`config.mk`:
```
export PLATFORM = sky130hd
export DESIGN_NAME = seq_timing_unit
export DESIGN_NICKNAME = d
export VERILOG_FILES = /design/src/rtl/seq_timing_unit.sv
export SDC_FILE = /design/constraint.sdc
export NUM_CORES = 1
export LEC_CHECK = 0
export BUFFER_PORTS_ARGS = -buffer_cell sky130_fd_sc_hd__buf_2
export CAP_MARGIN = 20
export CORE_AREA = 2 2 42 73
export DETAILED_ROUTE_END_ITERATION = 8
export DIE_AREA = 0 0 44 75
export HOLD_SLACK_MARGIN = 0.08
export MAX_ROUTING_LAYER = met4
export PLACE_DENSITY = 0.7
export SYNTH_ARGS = -nofsm -noshare
export SYNTH_HDL_FRONTEND = slang
export SYNTH_SLANG_ARGS = --single-unit
```
`constraint.sdc`:
```
create_clock -name clk -period 1.5 [get_ports clk]
set_input_delay 0.375 -clock clk [delete_from_list [all_inputs] [get_ports clk]]
set_output_delay 0.375 -clock clk [all_outputs]
set_load 0.005 [all_outputs]
```
`src/rtl/seq_timing_unit.sv`:
```
// -----------------------------------------------------------------------------
// seq_timing_unit
//   Instruction-cycle timing generator for the basic computer. Holds the
//   start/stop flip-flop S, the sequence counter SC and the instruction
//   register IR. Produces the one-hot timing vector T, the one-hot opcode
//   decode D and the indirect bit I for the common-bus control logic.
//
//   Ports
//     clk      in   1         rising-edge clock
//     rst_n    in   1         synchronous reset, active low
//     start    in   1         set S (begin/resume execution)
//     halt     in   1         clear S and SC (HLT or external stop)
//     sc_clr   in   1         instruction complete: SC returns to 0
//     bus_in   in   WORD_W    common-bus value, loaded into IR at T2
//     T        out  T_STATES  one-hot timing, all-zero while stopped
//     D        out  8         one-hot decode of the IR opcode field
//     I        out  1         IR[WORD_W-1]
//     ir_out   out  WORD_W    current IR contents
//     running  out  1         S flip-flop
//     seq_err  out  1         sticky: SC wrapped without sc_clr
// -----------------------------------------------------------------------------
module seq_timing_unit #(
  parameter int unsigned T_STATES = 8,
  parameter int unsigned WORD_W   = 16,
  parameter int unsigned OPC_LSB  = 12
) (
  input  logic                clk,
  input  logic                rst_n,
  input  logic                start,
  input  logic                halt,
  input  logic                sc_clr,
  input  logic [WORD_W-1:0]   bus_in,
  output logic [T_STATES-1:0] T,
  output logic [7:0]          D,
  output logic                I,
  output logic [WORD_W-1:0]   ir_out,
  output logic                running,
  output logic                seq_err
);

  localparam int unsigned SC_W = $clog2(T_STATES);
  localparam logic [SC_W-1:0] SC_LAST  = SC_W'(T_STATES - 1);
  localparam logic [SC_W-1:0] SC_FETCH = SC_W'(2);

  logic              s_ff;
  logic [SC_W-1:0]   sc;
  logic [WORD_W-1:0] ir;
  logic              err_ff;

  // State registers. halt clears SC regardless of S so that any restart
  // begins at T0; when halt is present the normal SC advance is skipped.
  always_ff @(posedge clk) begin
    if (!rst_n) begin
      s_ff   <= 1'b0;
      sc     <= '0;
      ir     <= '0;
      err_ff <= 1'b0;
    end else begin
      if (halt)
        s_ff <= 1'b0;
      else if (start)
        s_ff <= 1'b1;

      if (halt) begin
        sc <= '0;
      end else if (s_ff) begin
        if (sc_clr) begin
          sc <= '0;
        end else if (sc == SC_LAST) begin
          sc     <= '0;
          err_ff <= 1'b1;
        end else begin
          sc <= sc + SC_W'(1);
        end
      end

      // IR captures the bus at the end of T2, so D and I are valid from T3.
      if (s_ff && (sc == SC_FETCH))
        ir <= bus_in;
    end
  end

  // Timing and decode outputs are purely combinational from the registers.
  always_comb begin
    T = '0;
    if (s_ff)
      T[sc] = 1'b1;
    D = '0;
    D[ir[OPC_LSB +: 3]] = 1'b1;
  end

  assign I       = ir[WORD_W-1];
  assign ir_out  = ir;
  assign running = s_ff;
  assign seq_err = err_ff;

endmodule

```
; ---- Word level (Yosys, flattened, before mapping)
; Cells that the tools add are included.
; W data, S select, Z words.
[op_classes]
addsub = 1
mul = 0
div_mod_pow = 0
magnitude_cmp = 4
n_eq_ne = 2
shift = 0
mux = 7
n_bitwise = 3
reduce_logical = 5
[ops]
columns = cell, count
row1 = $lt A3 B4 Y1 const B, 2
row2 = $mux W8, 1
row3 = $demux W1 S3, 2
row4 = $ge A3 B1 Y1 const B, 2
row5 = $mux W3, 2
row6 = $reduce_and A4 Y1, 1
row7 = $add A3 B1 Y3 const B, 1
row8 = $eq A3 B2 Y1 const B, 1
row9 = $eq A3 B3 Y1 const B, 1
row10 = $logic_and A1 B1 Y1, 3
row11 = $not A1 Y1, 3
row12 = $mux W1, 2
row13 = $reduce_or A2 Y1, 1
[totals]
regBits = 21
latch_bits = 0
ramBits = 0
rom_bits = 0
inputBits = 21
output_inout_bits = 35
elab_cells = 26
n_memories = 0

; ---- Depth between registers and ports, before layout
; Gate-level depths: netlist of the first run.
[depth]
word_depth = 5
ltp_mapped = 6
mapped_depth_nobuf = 4

; ---- Worst setup path before layout of the first run
; Ideal clock, no wire load.
[synth_path]
path_kind = register to register
start = reg sc[0]
end = reg sc[0]
setup_ns = 0.070
arrival_ns = 1.281
required_ns = 1.430
setup_slack_ns = 0.149
path_stages_with_launch = 5
n_path_buf = 0
period_less_slack_ns = 1.351
path_cell_list = dfxtp_1 -> ha_1 -> ha_1 -> or4b_1 -> a21oi_1
[synth_via]
elab_chain_len = 3
elab_cells_between_ends = 4
cone_classes = add/sub (1) / eq/ne (1) / mux (2)
[synth_lines]
columns = item, line_no
row1 = start: declaration, 46  ; logic [SC_W-1:0] sc;
row2 = start signal: assignment, 73  ; sc <= sc + SC_W'(1);
row3 = $add A3 B1 Y3 or $eq A3 B3 Y1 (tied branches), "73, 69"
row4 = $mux W3 (*), 69  ; end else if (sc == SC_LAST) begin
row5 = $mux W3 (*), 67  ; if (sc_clr) begin
; Every way passes the cells marked *; elsewhere a longest branch is shown, timed or not.
; A chain may end at the register's enable or synchronous reset.

; ---- Final worst setup path of the first run
[layout_path]
start = reg sc[0]
end = out T[6]
[layout_via]
elab_chain_len = 5
elab_cells_between_ends = 6
cone_classes = order compare (2) / mux (3) / reduce/logical (1)
[layout_lines]
columns = item, line_no
row1 = $lt A3 B4 Y1 (implied by the code) or $ge A3 B1 Y1 (tied branches), 87  ; T[sc] = 1'b1;
row2 = $logic_and A1 B1 Y1 (implied by the code), 87
row3 = $mux W1 (implied by the code), 87
row4 = $demux W1 S3 (*), 87
row5 = $mux W8 (*), 86  ; if (s_ff)
row6 = end: declaration, 33  ; output logic [T_STATES-1:0] T,
; Marks and branches as above.

==> report_table.html, run 1 <==
<table>
<tr><th>Metric</th><th>Value</th></tr>
<tr><th colspan="2">Clock network</th></tr>
<tr><td>CTS clk-pin slew, worst paths</td><td>about 0.080 ns</td></tr>
<tr><td>CTS Root Cell</td><td>clkbuf_8</td></tr>
<tr><td>Clock insertion delay at the later pin of the skew report</td><td>between 0.2 and 0.3 ns</td></tr>
<tr><td>H-tree Lvls</td><td>1</td></tr>
<tr><td># clock sinks</td><td>21</td></tr>
<tr><td>Clock tree from TritonCTS</td><td>built</td></tr>
<tr><td>Number of buffers added for setup after CTS</td><td>0</td></tr>
<tr><td>Total clock buffers created by CTS</td><td>3</td></tr>
<tr><td>Largest buffer count on any clock path</td><td>2</td></tr>
<tr><td>Post-CTS Hold Buffers</td><td>0</td></tr>
<tr><th colspan="2">Detailed routing</th></tr>
<tr><td>Length of the first detailed-routing pass in iterations</td><td>3</td></tr>
<tr><td>Final antenna-violating net count</td><td>0</td></tr>
<tr><td>Iteration-0 DRC count of the detailed router</td><td>26</td></tr>
<tr><td>Met3 wire len</td><td>between 150 and 200 um</td></tr>
<tr><td>Wire length reported by the detailed router</td><td>~2400 um</td></tr>
<tr><td>Total via count after detailed routing</td><td>983</td></tr>
<tr><td>Wire length the detailed router placed on met1</td><td>a little under 900 um</td></tr>
<tr><td>Number of design rule violations left after detail routing</td><td>0</td></tr>
<tr><td>WL met2</td><td>~1300 um</td></tr>
<tr><td>Routed wire length per instance</td><td>12.0 um</td></tr>
<tr><td>Post-DR vias/cell</td><td>around 4.9</td></tr>
<tr><td>Highest routing layer actually used</td><td>met4</td></tr>
<tr><th colspan="2">Global routing</th></tr>
<tr><td>Initial antenna violation count</td><td>0</td></tr>
<tr><td>Overall global routing resource usage</td><td>0.146</td></tr>
<tr><td>Pin count of the biggest net entering global routing</td><td>35</td></tr>
<tr><td>Via count of the first global-routing pass</td><td>around 880</td></tr>
<tr><td>Final global-route overflow total</td><td>0</td></tr>
<tr><td>Global-route wire length before repair</td><td>roughly 3600 um</td></tr>
<tr><th colspan="2">Yosys</th></tr>
<tr><td>Adder-cell area share of the yosys netlist</td><td>0.0365</td></tr>
<tr><td>Portion of netlist area occupied by mux cells</td><td>0.156</td></tr>
<tr><td>Syn Inst Count</td><td>~120</td></tr>
<tr><td>Summed instance area of the synthesized netlist</td><td>between 0.001 and 0.0015 mm^2</td></tr>
<tr><td>Register area share after synthesis</td><td>0.409</td></tr>
<tr><td>Share of synthesized cell area in and, or, nand and nor gates</td><td>0.308</td></tr>
<tr><td>XOR/XNOR Fraction of Synth Area</td><td>0</td></tr>
<tr><td>Number of nets in the synthesized netlist</td><td>approximately 150</td></tr>
<tr><td>Synth warnings</td><td>0</td></tr>
<tr><td>Distinct cell type count of the synthesized netlist</td><td>22</td></tr>
<tr><td>Mean post-synth cell area</td><td>approximately 8.5 um^2</td></tr>
<tr><td>Compound-Gate Fraction of Synth Area</td><td>0.0219</td></tr>
<tr><td>Largest family of logic cells by synthesized area</td><td>simple AND/OR/NAND/NOR gates</td></tr>
<tr><td>Total of flip-flops plus latches after synthesis</td><td>21</td></tr>
<tr><th colspan="2">Timing</th></tr>
<tr><td>Highest clock rate</td><td>slightly below 0.7 GHz</td></tr>
<tr><td>Shortest clock period the worst path allows after layout</td><td>approximately 1.4 ns</td></tr>
<tr><td>Clock Skew</td><td>between 0.002 and 0.003 ns</td></tr>
<tr><td>Slew at the pin closest to its max-slew limit</td><td>~0.22 ns</td></tr>
<tr><td>Count of endpoints failing setup in the final report</td><td>0</td></tr>
<tr><td>Tightest slew margin relative to the limit</td><td>0.850</td></tr>
<tr><td>Fin crit share</td><td>0.964</td></tr>
<tr><td>Setup TNS Final</td><td>0 ns</td></tr>
<tr><td>Final Max Tran Viols</td><td>0</td></tr>
<tr><td>Final hold violations</td><td>0</td></tr>
<tr><td>RSZ-0062 raised after global routing</td><td>false</td></tr>
<tr><th colspan="2">Setup path</th></tr>
<tr><td>Slowest Stage Delay on Critical Path</td><td>between 0.3 and 0.4 ns</td></tr>
<tr><td>Critical-path maximum fanout</td><td>7</td></tr>
<tr><td>Endpoint of the lowest-slack register-to-register path</td><td>sc[0]</td></tr>
<tr><td>Buffering stage count on the worst path with inverters included</td><td>2</td></tr>
<tr><td>Slowest CP cell</td><td>dfxtp_2</td></tr>
<tr><td>Setup slack of the most critical reg-to-reg path</td><td>0.07 ns</td></tr>
<tr><td>Sort of element at the start of the critical path</td><td>flop</td></tr>
<tr><td>Critical path required time</td><td>around 1.1 ns</td></tr>
<tr><td>Worst path arrival time</td><td>between 1 and 1.5 ns</td></tr>
<tr><td>Family with the most delay on the worst path</td><td>flip-flops</td></tr>
<tr><td>Setup CP Type</td><td>flop to primary output</td></tr>
<tr><td>List of cells traversed by the critical path</td><td>buf_6 -&gt; nand2b_4 -&gt; nor2_1 -&gt; buf_2</td></tr>
<tr><td>Critical Path End Type</td><td>primary output</td></tr>
<tr><td>R2R cell count</td><td>4</td></tr>
<tr><td>Worst reg2reg path startpoint</td><td>sc[1]</td></tr>
<tr><th colspan="2">Die</th></tr>
<tr><td>Effective utilization at floorplan</td><td>0.382</td></tr>
<tr><td>Core region area</td><td>0.00269 mm^2</td></tr>
<tr><td>Die span in x</td><td>between 40 and 50 um</td></tr>
<tr><td>Die Height</td><td>75 um</td></tr>
<tr><td>Overall die area</td><td>0.00330 mm^2</td></tr>
<tr><td>Standard-cell row count</td><td>25</td></tr>
<tr><td>Number of top-level pins</td><td>56</td></tr>
<tr><th colspan="2">Cells and area</th></tr>
<tr><td>Layout cell share with drive strength beyond 1</td><td>0.430</td></tr>
<tr><td>Area added between synthesis and finish</td><td>36.6%</td></tr>
<tr><td>Register Area</td><td>between 400 and 500 um^2</td></tr>
<tr><td>Number of fill cells in the layout</td><td>approximately 260</td></tr>
<tr><td>Finished Cell Area</td><td>between 0.001 and 0.0015 mm^2</td></tr>
<tr><td>Net total in the final layout</td><td>roughly 200</td></tr>
<tr><td>Multi-input combinational cell area</td><td>between 500 and 600 um^2</td></tr>
<tr><td>Inserted Diodes</td><td>0</td></tr>
<tr><th colspan="2">Power and ir drop</th></tr>
<tr><td>Switching part of the total power</td><td>0.216</td></tr>
<tr><td>Portion of total power attributed to combinational logic</td><td>0.073</td></tr>
<tr><td>Portion of total power attributed to sequential cells</td><td>0.565</td></tr>
<tr><td>Power dissipated by switching net loads</td><td>about 0.21 mW</td></tr>
<tr><td>Internal Power</td><td>0.778 mW</td></tr>
<tr><td>Clock share of power</td><td>0.362</td></tr>
<tr><td>Power density over the cells</td><td>about 710 mW/mm^2</td></tr>
<tr><td>VDD IR-drop max</td><td>between 0.0006 and 0.0007 V</td></tr>
<tr><td>Leakage power</td><td>around 0.67 nW</td></tr>
<tr><th colspan="2">Flow run</th></tr>
<tr><td>Max capacitance violation total</td><td>0</td></tr>
<tr><th colspan="2">Place</th></tr>
<tr><td>Gp weighted congestion</td><td>between 0.7 and 0.8</td></tr>
<tr><td>Port Buffers</td><td>55</td></tr>
<tr><td>Post-placement cell area</td><td>around 0.0013 mm^2</td></tr>
<tr><td>Detailed Place HPWL</td><td>1840 um</td></tr>
<tr><th colspan="2">Status</th></tr>
<tr><td>Status</td><td>complete, no violations</td></tr>
<tr><th colspan="2">Hold path</th></tr>
<tr><td>Hold endpoint</td><td>running</td></tr>
<tr><td>Class of the tightest hold or removal check</td><td>primary input to flop</td></tr>
<tr><td>Hold Startpoint</td><td>start</td></tr>
<tr><td>Worst hold path depth</td><td>3</td></tr>
</table>
metal layers:
layer | track usage | vias up
li1 | - | 495
met1 | 0.145 | 441
met2 | 0.263 | 41
met3 | 0.0288 | 6
met4 | 0.0741 | 0
met5 | - | -
sequential cells by signal, indices dropped and copies added, names as in the netlist:
| name | cells |
|---|---|
| ir_out | 16 |
| running | 1 |
| sc | 3 |
| seq_err | 1 |
how the worst max path moves through the flow:
stage / from / endpoint / slack (ns) / cells past startpoint
4_1_cts: sc[0] / T[2] / 0.008 / 4
3_3_place_gp: sc[1] / sc[0] / 0.14 / 4
5_1_grt: sc[1] / sc[0] / 0.007 / 4
3_5_place_dp: sc[1] / sc[0] / 0.08 / 4
6_report: sc[0] / T[6] / 0.05 / 4
2_1_floorplan: sc[0] / sc[0] / 0.15 / 4
what timing repair did:
item	in CTS	in global routing
gates resized for setup	3	12
endpoints found under the setup margin	8	13
pin swaps	1	0
cells in the mapped netlist:
library cell  instances  share of area
o21a_1                1         0.0073
or3b_1                1         0.0085
nand2_1              35           0.13
nor3b_1               3          0.022
inv_1                 1         0.0036
or4b_1                1         0.0097
nand3b_1              1         0.0073
nand2b_1              6          0.037
buf_4                 2          0.015
buf_2                 3          0.015
and3b_1               3          0.026
nor3_1                3          0.015
ha_1                  3          0.037
nor4bb_1              1         0.0097
dfxtp_1              21           0.41
and3_1                1         0.0061
nor2_1                9          0.033
mux2i_1              16           0.16
a21oi_1               3          0.015
buf_6                 2          0.022
or2b_1                1         0.0073
clkbuf_1              4          0.015
cell usage in the layout, fill, tap and decap left out:
master / count
nand2_1: 34
nor4bb_1: 1
ha_1: 3
and3b_1: 3
nand3b_1: 1
nor2_2: 1
and3_1: 1
nor3_1: 3
or2b_1: 1
buf_12: 2
dfxtp_4: 2
o21a_1: 1
nand2b_4: 2
nand2_2: 1
buf_2: 55
nor3b_1: 3
nor2_1: 8
or3b_1: 1
dfxtp_2: 5
a21oi_1: 2
nand2b_1: 4
dfxtp_1: 14
inv_1: 1
or4b_1: 1
a21oi_2: 1
mux2i_1: 16
clkbuf_8: 3
buf_6: 1
clkinv_2: 1
worst min-delay path: cells and delay by family:
family / cells / cell delay [ns]
buffers and inverters: 1 / 0.07
and+or+nand+nor: 2 / 0.09
area by class of cell:
| class | count | share of cell area |
|---|---|---|
| flip-flops and latches | 21 | 0.309 |
| multi-input cells | 88 | 0.399 |
| clock inverters | 1 | 0.00356 |
| inverters | 1 | 0.00267 |
| repair buffers | 58 | 0.232 |
| clock buffers | 3 | 0.0294 |
| well taps | 27 | 0.0240 |
logic make-up (layout without fill, tap and decap cells):
family,after synthesis,count (layout)
buffers and inverters,12,63
AND/OR/NAND/NOR,65,65
AO/OA/AOI/OAI,4,4
flip-flops,21,21
adder cells (fa/ha/maj),3,3
multiplexers,16,16
stage by stage:
| stage | setup slack (ns) | std cells | hold WS [ns] | util | power, mW |
|---|---|---|---|---|---|
| 2_1_floorplan | 0.149 | 121 | 0.451 | - | 0.608 |
| 3_3_place_gp | 0.140 | 195 | 0.439 | 0.490 | 0.643 |
| 3_5_place_dp | 0.0821 | 195 | 0.451 | 0.490 | 0.646 |
| 4_1_cts | 0.00764 | 199 | 0.320 | 0.511 | 1.01 |
| 5_1_grt | 0.00682 | 199 | 0.358 | 0.522 | 1.04 |
| 6_report | 0.0535 | 199 | 0.323 | 0.522 | 0.992 |
power by group through the flow:
stage	logic [mW]	registers [mW]	clock network [mW]
floorplan	0.0346	0.573	0
global placement	0.0683	0.575	0
detailed placement	0.0706	0.575	0
CTS	0.0714	0.563	0.378
global route	0.0795	0.561	0.401
finish	0.0723	0.561	0.359
Power figures use the tool's default switching activity.
==> run 2, diff against run 1 <==
--- a/config.mk
+++ b/config.mk
@@ -7,12 +7,14 @@
 export LEC_CHECK = 0
 export BUFFER_PORTS_ARGS = -buffer_cell sky130_fd_sc_hd__buf_2
 export CAP_MARGIN = 20
-export CORE_AREA = 2 2 42 73
+export CELL_PAD_IN_SITES_DETAIL_PLACEMENT = 0
+export CELL_PAD_IN_SITES_GLOBAL_PLACEMENT = 1
+export CORE_AREA = 2 2 46 80
 export DETAILED_ROUTE_END_ITERATION = 8
-export DIE_AREA = 0 0 44 75
+export DIE_AREA = 0 0 48 82
 export HOLD_SLACK_MARGIN = 0.08
 export MAX_ROUTING_LAYER = met4
-export PLACE_DENSITY = 0.7
+export PLACE_DENSITY_LB_ADDON = 0.1
 export SYNTH_ARGS = -nofsm -noshare
 export SYNTH_HDL_FRONTEND = slang
 export SYNTH_SLANG_ARGS = --single-unit
==> constraint.sdc (replaced) <==
create_clock -name clk -period 1.8 [get_ports clk]
set_input_delay 0.45 -clock clk [delete_from_list [all_inputs] [get_ports clk]]
set_output_delay 0.45 -clock clk [all_outputs]
set_load 0.005 [all_outputs]
==> report_table.html, run 2 (synthesis gave the netlist of run 1 again) <==
<table>
<tr><th>Metric</th><th>Value</th></tr>
<tr><th colspan="2">Clock network</th></tr>
<tr><td>CTS clk-pin slew, worst paths</td><td>0.08 ns (about the same)</td></tr>
<tr><td>Post-CTS Hold Buffers</td><td>0 (unchanged)</td></tr>
<tr><td># clock sinks</td><td>21 (unchanged)</td></tr>
<tr><td>CTS Root Cell</td><td>clkbuf_8 (unchanged)</td></tr>
<tr><td>H-tree Lvls</td><td>1 (unchanged)</td></tr>
<tr><td>Number of buffers added for setup after CTS</td><td>0 (unchanged)</td></tr>
<tr><td>PostCTS Resize Cnt</td><td>0 (was 3)</td></tr>
<tr><td>Clock insertion delay at the later pin of the skew report</td><td>0.26 ns (was 0.25 ns)</td></tr>
<tr><td>Largest buffer count on any clock path</td><td>2 (unchanged)</td></tr>
<tr><td>Clock tree from TritonCTS</td><td>built (unchanged)</td></tr>
<tr><td>Total clock buffers created by CTS</td><td>3 (unchanged)</td></tr>
<tr><th colspan="2">Die</th></tr>
<tr><td>Number of top-level pins</td><td>56 (unchanged)</td></tr>
<tr><td>Die span in x</td><td>48 um (was 44 um)</td></tr>
<tr><td>Die Height</td><td>82 um (was 75 um)</td></tr>
<tr><td>Overall die area</td><td>0.00394 mm^2 (was 0.00330 mm^2)</td></tr>
<tr><td>Core region area</td><td>0.00333 mm^2 (was 0.00269 mm^2)</td></tr>
<tr><td>Standard-cell row count</td><td>28 (was 25)</td></tr>
<tr><td>Effective utilization at floorplan</td><td>0.309 (was 0.382)</td></tr>
<tr><th colspan="2">Timing</th></tr>
<tr><td>Setup TNS Final</td><td>0 ns (unchanged)</td></tr>
<tr><td>Slew at the pin closest to its max-slew limit</td><td>0.932 ns (was 0.222 ns)</td></tr>
<tr><td>Fin crit share</td><td>0.903</td></tr>
<tr><td>Tightest slew margin relative to the limit</td><td>0.379 (was 0.850)</td></tr>
<tr><td>Clock Skew</td><td>0.00474 ns (was 0.00264 ns)</td></tr>
<tr><td>Count of endpoints failing setup in the final report</td><td>0 (unchanged)</td></tr>
<tr><td>Final hold violations</td><td>0 (unchanged)</td></tr>
<tr><td>RSZ-0062 raised after global routing</td><td>false (unchanged)</td></tr>
<tr><td>Least setup slack across all paths after layout</td><td>0.175 ns (was 0.0535 ns)</td></tr>
<tr><td>Final Max Tran Viols</td><td>0 (unchanged)</td></tr>
<tr><td>Highest clock rate</td><td>between 0.6 and 0.7 GHz</td></tr>
<tr><td>Shortest clock period the worst path allows after layout</td><td>1.63 ns</td></tr>
<tr><th colspan="2">Setup path</th></tr>
<tr><td>Setup CP Type</td><td>flop to flop (was flop to primary output)</td></tr>
<tr><td>Sort of element at the start of the critical path</td><td>flop (unchanged)</td></tr>
<tr><td>R2R cell count</td><td>4 (unchanged)</td></tr>
<tr><td>Critical Path End Type</td><td>flop (was primary output)</td></tr>
<tr><td>Critical path required time</td><td>1.98 ns (was 1.12 ns)</td></tr>
<tr><td>Critical-path maximum fanout</td><td>16 (was 7)</td></tr>
<tr><td>Setup slack of the most critical reg-to-reg path</td><td>0.17 ns (was 0.07 ns)</td></tr>
<tr><td>Worst path arrival time</td><td>1.80 ns (was 1.07 ns)</td></tr>
<tr><th colspan="2">Hold path</th></tr>
<tr><td>Class of the tightest hold or removal check</td><td>primary input to flop (unchanged)</td></tr>
<tr><td>Worst hold path depth</td><td>3 (unchanged)</td></tr>
<tr><th colspan="2">Global routing</th></tr>
<tr><td>Initial antenna violation count</td><td>0 (unchanged)</td></tr>
<tr><td>GR peak layer</td><td>met2 (unchanged)</td></tr>
<tr><td>Pin count of the biggest net entering global routing</td><td>32 (was 35)</td></tr>
<tr><td>Global-route track usage on met3</td><td>0.0198 (was 0.0288)</td></tr>
<tr><td>Global-route wire length before repair</td><td>3520 um (was 3580 um)</td></tr>
<tr><td>Final global-route overflow total</td><td>0 (unchanged)</td></tr>
<tr><td>Met1 usage in global routing</td><td>0.128 (was 0.145)</td></tr>
<tr><td>Met2 usage in global routing</td><td>0.219 (was 0.263)</td></tr>
<tr><td>Via count of the first global-routing pass</td><td>848 (was 875)</td></tr>
<tr><td>Overall global routing resource usage</td><td>0.125 (was 0.146)</td></tr>
<tr><th colspan="2">Detailed routing</th></tr>
<tr><td>Wire length reported by the detailed router</td><td>2260 um (was 2400 um)</td></tr>
<tr><td>Iteration-0 DRC count of the detailed router</td><td>9 (was 26)</td></tr>
<tr><td>Post-DR vias/cell</td><td>4.37 (was 4.94)</td></tr>
<tr><td>Number of design rule violations left after detail routing</td><td>0 (unchanged)</td></tr>
<tr><td>Routed wire length per instance</td><td>10.4 um (was 12.0 um)</td></tr>
<tr><td>Length of the first detailed-routing pass in iterations</td><td>4 (was 3)</td></tr>
<tr><td>Total via count after detailed routing</td><td>953 (was 983)</td></tr>
<tr><td>Final antenna-violating net count</td><td>0 (unchanged)</td></tr>
<tr><th colspan="2">Cells and area</th></tr>
<tr><td>Net total in the final layout</td><td>198 (was 197)</td></tr>
<tr><td>Number of fill cells in the layout</td><td>362 (was 262)</td></tr>
<tr><td>Inserted Diodes</td><td>0 (unchanged)</td></tr>
<tr><td>Commonest cells after routing, fill and taps aside</td><td>55 x buf_2, 35 x nand2_1, 21 x dfxtp_1 (was 55 x buf_2, 34 x nand2_1, 16 x mux2i_1)</td></tr>
<tr><td>Layout cell share with drive strength beyond 1</td><td>0.364 (was 0.430)</td></tr>
<tr><td>Leading cell type in the layout, fill and taps excluded</td><td>buf_2 (unchanged)</td></tr>
<tr><td>Max FFs per register</td><td>16 (unchanged)</td></tr>
<tr><td>Area added between synthesis and finish</td><td>33.1% (was 36.6%)</td></tr>
<tr><th colspan="2">Place</th></tr>
<tr><td>Gp weighted congestion</td><td>0.646 (was 0.716)</td></tr>
<tr><td>Detailed Place HPWL</td><td>1780 um (was 1840 um)</td></tr>
<tr><td>Port Buffers</td><td>55 (unchanged)</td></tr>
<tr><td>Setup slack at placement</td><td>0.159 ns (was 0.0821 ns)</td></tr>
<tr><th colspan="2">Power and ir drop</th></tr>
<tr><td>VDD IR-drop max</td><td>0.000392 V (was 0.000608 V)</td></tr>
<tr><td>Leakage power</td><td>0.662 nW (was 0.672 nW)</td></tr>
<tr><td>Power density over the cells</td><td>604 mW/mm^2 (was 706 mW/mm^2)</td></tr>
<tr><th colspan="2">Status</th></tr>
<tr><td>Status</td><td>complete, no violations (unchanged)</td></tr>
<tr><th colspan="2">Flow run</th></tr>
<tr><td>Max capacitance violation total</td><td>0 (unchanged)</td></tr>
</table>
-- run 2: cell types whose count changed in the layout (fill, tap and decap cells not counted), sizes merged --
| cell | delta |
|---|---|
| buf | +1 |
-- run 2: area by class of cell --
cell class | count | area (um^2) | area share
clock buffer | 3 | 41.3 | 0.0302
timing repair buffer | 59 | 305 | 0.223
tap | 45 | 56.3 | 0.0411
clock inverter | 1 | 5.00 | 0.00366
multi-input combinational | 88 | 537 | 0.392
sequential | 21 | 420 | 0.307
inverter | 1 | 3.75 | 0.00274
-- run 2: final timing paths --
check,startpoint,endpoint
setup / recovery,sc[0],ir_out[7]
hold / removal,start,running
setup reg to reg,sc[0],ir_out[7]
hold reg to reg,ir_out[10],ir_out[10]
-- run 2: where the power goes --
part | leakage [nW] | switching, mW | internal, mW | total, mW
Combinational | 0.467 | 0.0294 | 0.0282 | 0.0576
Clock | 0.0255 | 0.149 | 0.154 | 0.303
Sequential | 0.169 | 0.000720 | 0.466 | 0.466
-- run 2: metrics by stage --
| step | utilization | cells | power [mW] | hold slack (ns) | cell area (um^2) |
|---|---|---|---|---|---|
| floorplan | - | 121 | 0.507 | 0.451 | 1030 |
| detailed placement | 0.397 | 214 | 0.536 | 0.445 | 1320 |
| global route | 0.411 | 218 | 0.870 | 0.431 | 1370 |
| CTS | 0.411 | 218 | 0.848 | 0.394 | 1370 |
| global placement | 0.397 | 214 | 0.534 | 0.438 | 1320 |
| finish | 0.411 | 218 | 0.827 | 0.412 | 1370 |
-- run 2: metal layers --
layer / part of all wire / vias to the layer above / wire length, um
li1: - / 494 / -
met1: 0.41 / 424 / 935
met3: 0.047 / 2 / 106
met2: 0.53 / 33 / 1200
met5: 0 / - / 0
met4: 0.0093 / 0 / 21
-- run 2: critical path, cell delays in order, from the launching register on --
cell and delay, ns:
dfxtp_1 0.32, inv_1 0.05, ha_1 0.13, and3b_1 0.78
mux2i_1 0.26
